File: config.mk
export PLATFORM = sky130hd
export DESIGN_NAME = max_finder
export DESIGN_NICKNAME = d
export VERILOG_FILES = /design/src/rtl/max_finder.sv
export SDC_FILE = /design/constraint.sdc
export NUM_CORES = 1
export LEC_CHECK = 0
export CORE_AREA = 2 2 69 71
export DETAILED_ROUTE_END_ITERATION = 12
export DIE_AREA = 0 0 71 73
export GPL_TIMING_DRIVEN = 0
export PLACE_DENSITY = 0.81
export SYNTH_ARGS = -nofsm -noshare
export SYNTH_HDL_FRONTEND = slang
export SYNTH_SLANG_ARGS = --single-unit
File: constraint.sdc
create_clock -name clk -period 2.5 [get_ports clk]
set_input_delay 0.25 -clock clk [delete_from_list [all_inputs] [get_ports clk]]
set_output_delay 0.25 -clock clk [all_outputs]
set_load 0.01 [all_outputs]
File: src/rtl/max_finder.sv
// Streaming arg-max over NUM_CLASS signed scores per frame; result registered one cycle after the last score.
// Define MAX_FINDER_MARGIN_EN to also track the runner-up score and drive the top-1 minus top-2 margin.
module max_finder #(
  parameter int NUM_CLASS = 10,
  parameter int CNT_BITS  = 4
) (
  input  logic                       clk,
  input  logic                       rst,
  input  logic                       valid_in,
  input  logic signed [11:0]         in_data,
  output logic        [CNT_BITS-1:0] decision,
  output logic signed [11:0]         max_score,
  output logic        [12:0]         margin,
  output logic                       valid_out,
  output logic                       busy
);

  typedef enum logic {
    IDLE,
    COLLECT
  } state_e;

  localparam logic [CNT_BITS-1:0] LastIdx  = CNT_BITS'(NUM_CLASS - 1);
  localparam logic signed [11:0]  MinScore = -12'sd2048;

  state_e                    state_q, state_d;
  logic [CNT_BITS-1:0]       cnt_q, cnt_d;
  logic signed [11:0]        bestVal_q, bestVal_d;
  logic [CNT_BITS-1:0]       bestIdx_q, bestIdx_d;
  logic [CNT_BITS-1:0]       decision_q, decision_d;
  logic signed [11:0]        maxScore_q, maxScore_d;
  logic                      validOut_q, validOut_d;
  logic                      frameDone;

`ifdef MAX_FINDER_MARGIN_EN
  logic signed [11:0]        secondVal_q, secondVal_d;
  logic [12:0]               margin_q, margin_d;
`endif

  // Next-state logic: strict '>' keeps the earliest class on ties.
  always_comb begin
    state_d   = state_q;
    cnt_d     = cnt_q;
    bestVal_d = bestVal_q;
    bestIdx_d = bestIdx_q;
    frameDone = 1'b0;
`ifdef MAX_FINDER_MARGIN_EN
    secondVal_d = secondVal_q;
`endif
    case (state_q)
      IDLE: begin
        if (valid_in) begin
          bestVal_d = in_data;
          bestIdx_d = '0;
          cnt_d     = CNT_BITS'(1);
          state_d   = COLLECT;
`ifdef MAX_FINDER_MARGIN_EN
          secondVal_d = MinScore;
`endif
        end
      end
      COLLECT: begin
        if (valid_in) begin
          if (in_data > bestVal_q) begin
            bestVal_d = in_data;
            bestIdx_d = cnt_q;
`ifdef MAX_FINDER_MARGIN_EN
            secondVal_d = bestVal_q;
`endif
          end else begin
`ifdef MAX_FINDER_MARGIN_EN
            if (in_data > secondVal_q) begin
              secondVal_d = in_data;
            end
`endif
          end
          if (cnt_q == LastIdx) begin
            cnt_d     = '0;
            state_d   = IDLE;
            frameDone = 1'b1;
          end else begin
            cnt_d = cnt_q + CNT_BITS'(1);
          end
        end
      end
      default: begin
        state_d = IDLE;
        cnt_d   = '0;
      end
    endcase
  end

  // Result registers capture the updated best values only when a frame closes.
  always_comb begin
    validOut_d = frameDone;
    decision_d = decision_q;
    maxScore_d = maxScore_q;
`ifdef MAX_FINDER_MARGIN_EN
    margin_d = margin_q;
`endif
    if (frameDone) begin
      decision_d = bestIdx_d;
      maxScore_d = bestVal_d;
`ifdef MAX_FINDER_MARGIN_EN
      margin_d = {bestVal_d[11], bestVal_d} - {secondVal_d[11], secondVal_d};
`endif
    end
  end

  always_ff @(posedge clk) begin
    if (rst) begin
      state_q    <= IDLE;
      cnt_q      <= '0;
      bestVal_q  <= '0;
      bestIdx_q  <= '0;
      decision_q <= '0;
      maxScore_q <= '0;
      validOut_q <= 1'b0;
    end else begin
      state_q    <= state_d;
      cnt_q      <= cnt_d;
      bestVal_q  <= bestVal_d;
      bestIdx_q  <= bestIdx_d;
      decision_q <= decision_d;
      maxScore_q <= maxScore_d;
      validOut_q <= validOut_d;
    end
  end

`ifdef MAX_FINDER_MARGIN_EN
  always_ff @(posedge clk) begin
    if (rst) begin
      secondVal_q <= MinScore;
      margin_q    <= '0;
    end else begin
      secondVal_q <= secondVal_d;
      margin_q    <= margin_d;
    end
  end

  assign margin = margin_q;
`else
  assign margin = 13'd0;
`endif

  assign decision  = decision_q;
  assign max_score = maxScore_q;
  assign valid_out = validOut_q;
  assign busy      = (state_q == COLLECT);

endmodule
==> results of run 1 <==
==> critical path: stages <==
cell and delay (ns):
clkdlybuf4s50_1 0.52, ha_2 0.34, and4_1 0.24, a21oi_2 0.15
o31ai_2 0.12, nor3_1 0.39, mux2_2 0.43, o31ai_2 0.19
==> metal layers <==
layer,track usage,vias up
met5,0,-
met4,0.105,0
met3,0.0511,13
met2,0.355,76
met1,0.275,958
li1,-,1059
==> area by class of cell <==
type	instances	share of cell area
Inverter	16	0.0220
Clock buffer	6	0.0303
Clock inverter	2	0.00459
Sequential cell	38	0.279
Timing Repair Buffer	31	0.114
Multi-Input combinational cell	197	0.457
Tap cell	54	0.0248
Buffer	30	0.0692
==> logic make-up (layout without fill, tap and decap cells) <==
| group | count (synthesis) | after routing | synth area share |
|---|---|---|---|
| fa+ha+maj | 14 | 14 | 0.0796 |
| flops | 38 | 38 | 0.346 |
| buf+inv | 46 | 85 | 0.113 |
| mux | 2 | 2 | 0.0119 |
| simple gates | 74 | 74 | 0.180 |
| compound gates | 94 | 94 | 0.267 |
| other cells | 1 | 13 | 0.00170 |
==> registers in the layout, indices dropped and copies added, names as in the netlist <==
register   count
busy           1
bestVal_q     12
bestIdx_q      4
cnt_q          4
valid_out      1
max_score     12
decision       4
==> report_power, final <==
| part | internal [mW] | switching (mW) | total, mW |
|---|---|---|---|
| clock network | 0.222 | 0.233 | 0.455 |
| logic | 0.120 | 0.161 | 0.281 |
| registers | 0.624 | 0.0164 | 0.641 |
| total | 0.966 | 0.411 | 1.38 |
==> placed cells by master, fill, tap and decap left out, types with 4 or more instances in the layout <==
master / Yosys / final
nand3_1: 27 / 27
a31oi_1: 13 / 13
conb_1: 1 / 13
clkbuf_1: 5 / 5
o21bai_1: 12 / 12
nand2_1: 9 / 9
o21ai_0: 27 / 27
nor2_1: 13 / 12
nor3_1: 5 / 5
dfxtp_1: 38 / 38
a21oi_1: 23 / 23
clkdlybuf4s50_1: 0 / 31
buf_2: 9 / 9
o211ai_1: 4 / 4
ha_1: 14 / 13
inv_1: 16 / 16
buf_4: 13 / 13
clkbuf_8: 0 / 6
==> stage by stage <==
stage / setup TNS, ns / hold slack, ns / worst slack [ns] / instance area, um^2
after CTS: 0 / 0.349 / 0.0422 / 2720
after detailed placement: -4.34 / 0.450 / -0.252 / 2620
final: 0 / 0.355 / 0.0841 / 2730
after floorplan: 0 / 0.398 / 0.376 / 2240
after global placement: -3.70 / 0.449 / -0.206 / 2620
after global routing: 0 / 0.377 / 0.0254 / 2730
==> worst paths after layout <==
kind | from | end | slack [ns] | cells past startpoint
worst max register to register | bestVal_q[11] | decision[0] | 0.18 | 8
worst min register to register | decision[2] | decision[2] | 0.46 | 2
worst max-delay path | in_data[11] | decision[0] | 0.08 | 8
worst min-delay path | rst | cnt_q[3] | 0.36 | 2
==> what timing repair did <==
item / in CTS / in global routing
hold endpoints to repair: 0 / 0
setup buffers: 0 / 0
endpoints found under the setup margin: 0 / 15
resized for setup: 0 / 3
==> results.md, run 1 <==
- Outcome: complete, no violations
- Fillers: 410
- Nets: 348
- Fmax: 0.414 GHz
- GRT Util Overall: 0.219
- Die Height: 73 um
- Crit path kind: input port to flop
- Wire length on met2: 2590 um
- Ys async rst share: 0
- Clk sinks: 38
- Top Layer Used: met4
- CP Data Arrival Time: 2.63 ns
- Fin Clk Skew: 0.00602 ns
- Drt drc: 0
- Synth Flop Type: dfxtp_1
- RSZ-0062 raised after global routing: no
- Die W: 71 um
- Area leader, netlist: dfxtp_1
- Clock buffer depth: 2
- Finished Core Util: 0.602
- Cell Count, Final, Fillers Out: 374
- Synth top area share: 0.346
- Die Area: 5180 um^2
- Ports: 46
- Placed cells: 366
- Number of synthesized flops with an enable pin: 0
- Met1 WL: 2430 um
- Final GP Congestion: 0.956
- Post-Route WL: 5540 um
- Number of port buffers: 31
- Period utilisation layout: 0.966
- Core Footprint: 4540 um^2
- Leak pwr: 1.10 nW
- Starting DRC count in detailed routing: 140
- Drt via density: 5.63
- Global-route wire length before repair: 8850 um
- Number of global-route vias before repair: 1896
- Hold Buf Count CTS: 0
- Startpoint Class: input port
- Count leader, synth: dfxtp_1
- Post-synthesis sequential area ratio: 0.346
- Row count: 25
- Netlist cell types: 45
- Cells after Synth: 269
- Peak supply drop: 0.190 mV
- Met3 Wirelength: 328 um
- Overall power: 1.38 mW
- Initial core utilization: 0.485
- Top post-synthesis cells by count: dfxtp_1 (38), nand3_1 (27), o21ai_0 (27)
- Detailed Place HPWL: 4010 um
- Seq cells post-synth: 38
- Ant diodes: 0
- Max-slew violation count: 0
- Htree depth: 2
- Syn Area/Cell: 8.18 um^2
- Syn Std Cell Area: 2200 um^2
- Via Count: 2106
- Initial antenna violation count: 0
- Area of the multi-input gates: 1250 um^2
- Final Critical Period: 2.42 ns
- Pin count of the biggest net entering global routing: 13
- Synth area leaders: dfxtp_1 (35%), ha_1 (8.0%), nand3_1 (6.1%), o21ai_0 (6.1%), a21oi_1 (5.2%)
- CTS tree: yes
- Setup Viol. Count Final: 0
- TritonCTS Buffers: 5
- Least-Margin Pin Slew: 0.542 ns
- Setup crit end kind: flop
- Max Cap Viol: 0
- Endpoints failing hold: 0
- Routed Antenna Nets: 0
- Synth warnings: 0
- Clk_lat worst skew: 0.30 ns
- Layout cells sized above 1: 0.150
- HP Class: input port to flop
- Worst Path Required: 2.72 ns
- Slew HR: 0.638
- DR pass1 iterations: 4
- CP Max Fanout: 7
- Clock root buffer: clkbuf_8
- Area Overhead vs Synth: 24.1%
- P per Cell Area: 505 nW/um^2
- Total grt overflow: 0
- Reg clk slew, reported paths: 0.08 ns
- FF+latch area: 761 um^2
- WL per Instance: 14.8 um
(Power assumes the default switching activity.)
==> inputs of run 2 (changes only) <==
- ABC_AREA: not set -> 0
- PLACE_DENSITY: 0.81 -> not set
- PLACE_DENSITY_LB_ADDON: not set -> 0.25
==> results.md, run 2 (same netlist as run 1, synthesis figures left out) <==
- Endpoints failing hold: 0
- Most common cell after layout, fill and taps aside: dfxtp_1
- Reg2reg path depth: 9
- Routed Antenna Nets: 0
- Detailed Place HPWL: 3920 um
- Die Height: 73 um
- Final Critical Period: 2.36 ns
- Hold path depth: 2
- Global-route wire length before repair: 8940 um
- Worst Path Required: 2.66 ns
- Nets: 348
- Period utilisation layout: 0.943
- Total grt overflow: 0
- Number of global-route vias before repair: 1835
- Crit path kind: input port to flop
- Drt via density: 5.59
- Slew HR: 0.656
- DR pass1 iterations: 4
- Htree depth: 2
- Setup_tns: 0 ns
- Via Count: 2092
- Number of port buffers: 31
- HP Class: input port to flop
- Final GP Congestion: 0.889
- TritonCTS Buffers: 5
- Outcome: complete, no violations
- RSZ-0062 raised after global routing: no
- Core Footprint: 4540 um^2
- Clk_lat worst skew: 0.30 ns
- Least-Margin Pin Slew: 0.516 ns
- Max Cap Viol: 0
- Reg clk slew, reported paths: 0.07 ns
- GRT Util Overall: 0.220
- Post-CTS sizing: 0
- Row count: 25
- Setup Buffers After CTS: 0
- R2R setup slack: 0.20 ns
- Most frequent cells in the layout: dfxtp_1 (38), clkdlybuf4s50_1 (31), o21ai_0 (27), nand3_1 (27), a21oi_1 (23)
- Ant diodes: 0
- Fmax: 0.424 GHz
- CP Max Fanout: 10
- Setup Viol. Count Final: 0
- Die Area: 5180 um^2
- Worst Hold End: cnt_q[0]
- CP Data Arrival Time: 2.52 ns
- Setup crit end kind: flop
- Max-slew violation count: 0
- P per Cell Area: 499 nW/um^2
- Starting DRC count in detailed routing: 162
- Clk sinks: 38
- Initial core utilization: 0.485
- Initial antenna violation count: 0
- Hold Buf Count CTS: 0
- Leak pwr: 1.10 nW
- Clock buffer depth: 2
- Peak supply drop: 0.259 mV
- Ports: 46
- Fin Clk Skew: 0.00526 ns
- Pin count of the biggest net entering global routing: 12
- Die W: 71 um
- CTS tree: yes
- FF-to-FF End: bestVal_q[4]
- Area Overhead vs Synth: 24.1%
- Post-Route WL: 5300 um
- Crit Reg-Reg Startpoint: bestVal_q[11]
- Drt drc: 0
- Finished Core Util: 0.602
- Layout cells sized above 1: 0.150
- WL per Instance: 14.2 um
- Startpoint Class: input port
- Clock root buffer: clkbuf_8
- Hold_sp: rst
run 2: cell types whose count changed in the layout (fill, tap and decap cells not counted):
cell / delta
or4_4: +1
or4_1: -1
clkinvlp_4: -1
clkbuf_1: +1
run 2: layer usage:
layer	GRT usage	part of all wire	vias up
met5	0	0	-
met2	0.354	0.46	71
met1	0.294	0.45	961
li1	-	-	1051
met4	0.0776	0.016	0
met3	0.0442	0.067	9
run 2: metrics by stage:
step                      total power [mW]  hold WS [ns]  setup slack [ns]  instances  instance area [um^2]
after CTS                             1.36         0.360            0.0480        374                  2710
after global placement               0.922         0.448            -0.219        366                  2620
after detailed placement             0.925         0.455            -0.248        366                  2620
after global routing                  1.43         0.377           0.00391        374                  2730
after floorplan                      0.847         0.398             0.376        281                  2240
final                                 1.36         0.344             0.143        374                  2730
run 2: area by class of cell:
class | count | area, um^2
inverters | 16 | 60.1
clock buffers | 7 | 86.3
well taps | 54 | 67.6
repair buffers | 31 | 310
plain buffers | 30 | 189
fillers | 412 | 1810
flip-flops and latches | 38 | 761
clock inverters | 1 | 5.00
multi-input cells | 197 | 1250
run 2: critical path, cell delays in order:
cell and delay (ns):
clkdlybuf4s50_1 0.52, ha_2 0.34, and4_1 0.24, a21oi_2 0.15, o31ai_2 0.12, or4_4 0.52
buf_2 0.20, nand3_1 0.10, a21oi_1 0.07
run 2: worst max-delay path by stage:
stage	slack, ns	to	startpoint	cells past startpoint
CTS	0.05	bestVal_q[4]	in_data[11]	9
finish	0.14	bestVal_q[4]	in_data[11]	9
global route	0.004	bestVal_q[4]	in_data[11]	9
detailed placement	-0.25	bestVal_q[4]	in_data[11]	9
floorplan	0.38	bestVal_q[2]	bestVal_q[11]	9
global placement	-0.22	bestVal_q[9]	in_data[11]	9
run 2: power by group:
part           leakage [nW]  switching, mW  internal [mW]  total (mW)
logic                 0.741          0.157          0.121       0.278
registers             0.309         0.0160          0.625       0.641
clock network        0.0482          0.222          0.223       0.444
==> inputs of run 3 (changes only) <==
- ABC_AREA: 0 -> not set
==> results of run 3 <==
Final layout, timing and power as in run 2 (identical DEF).
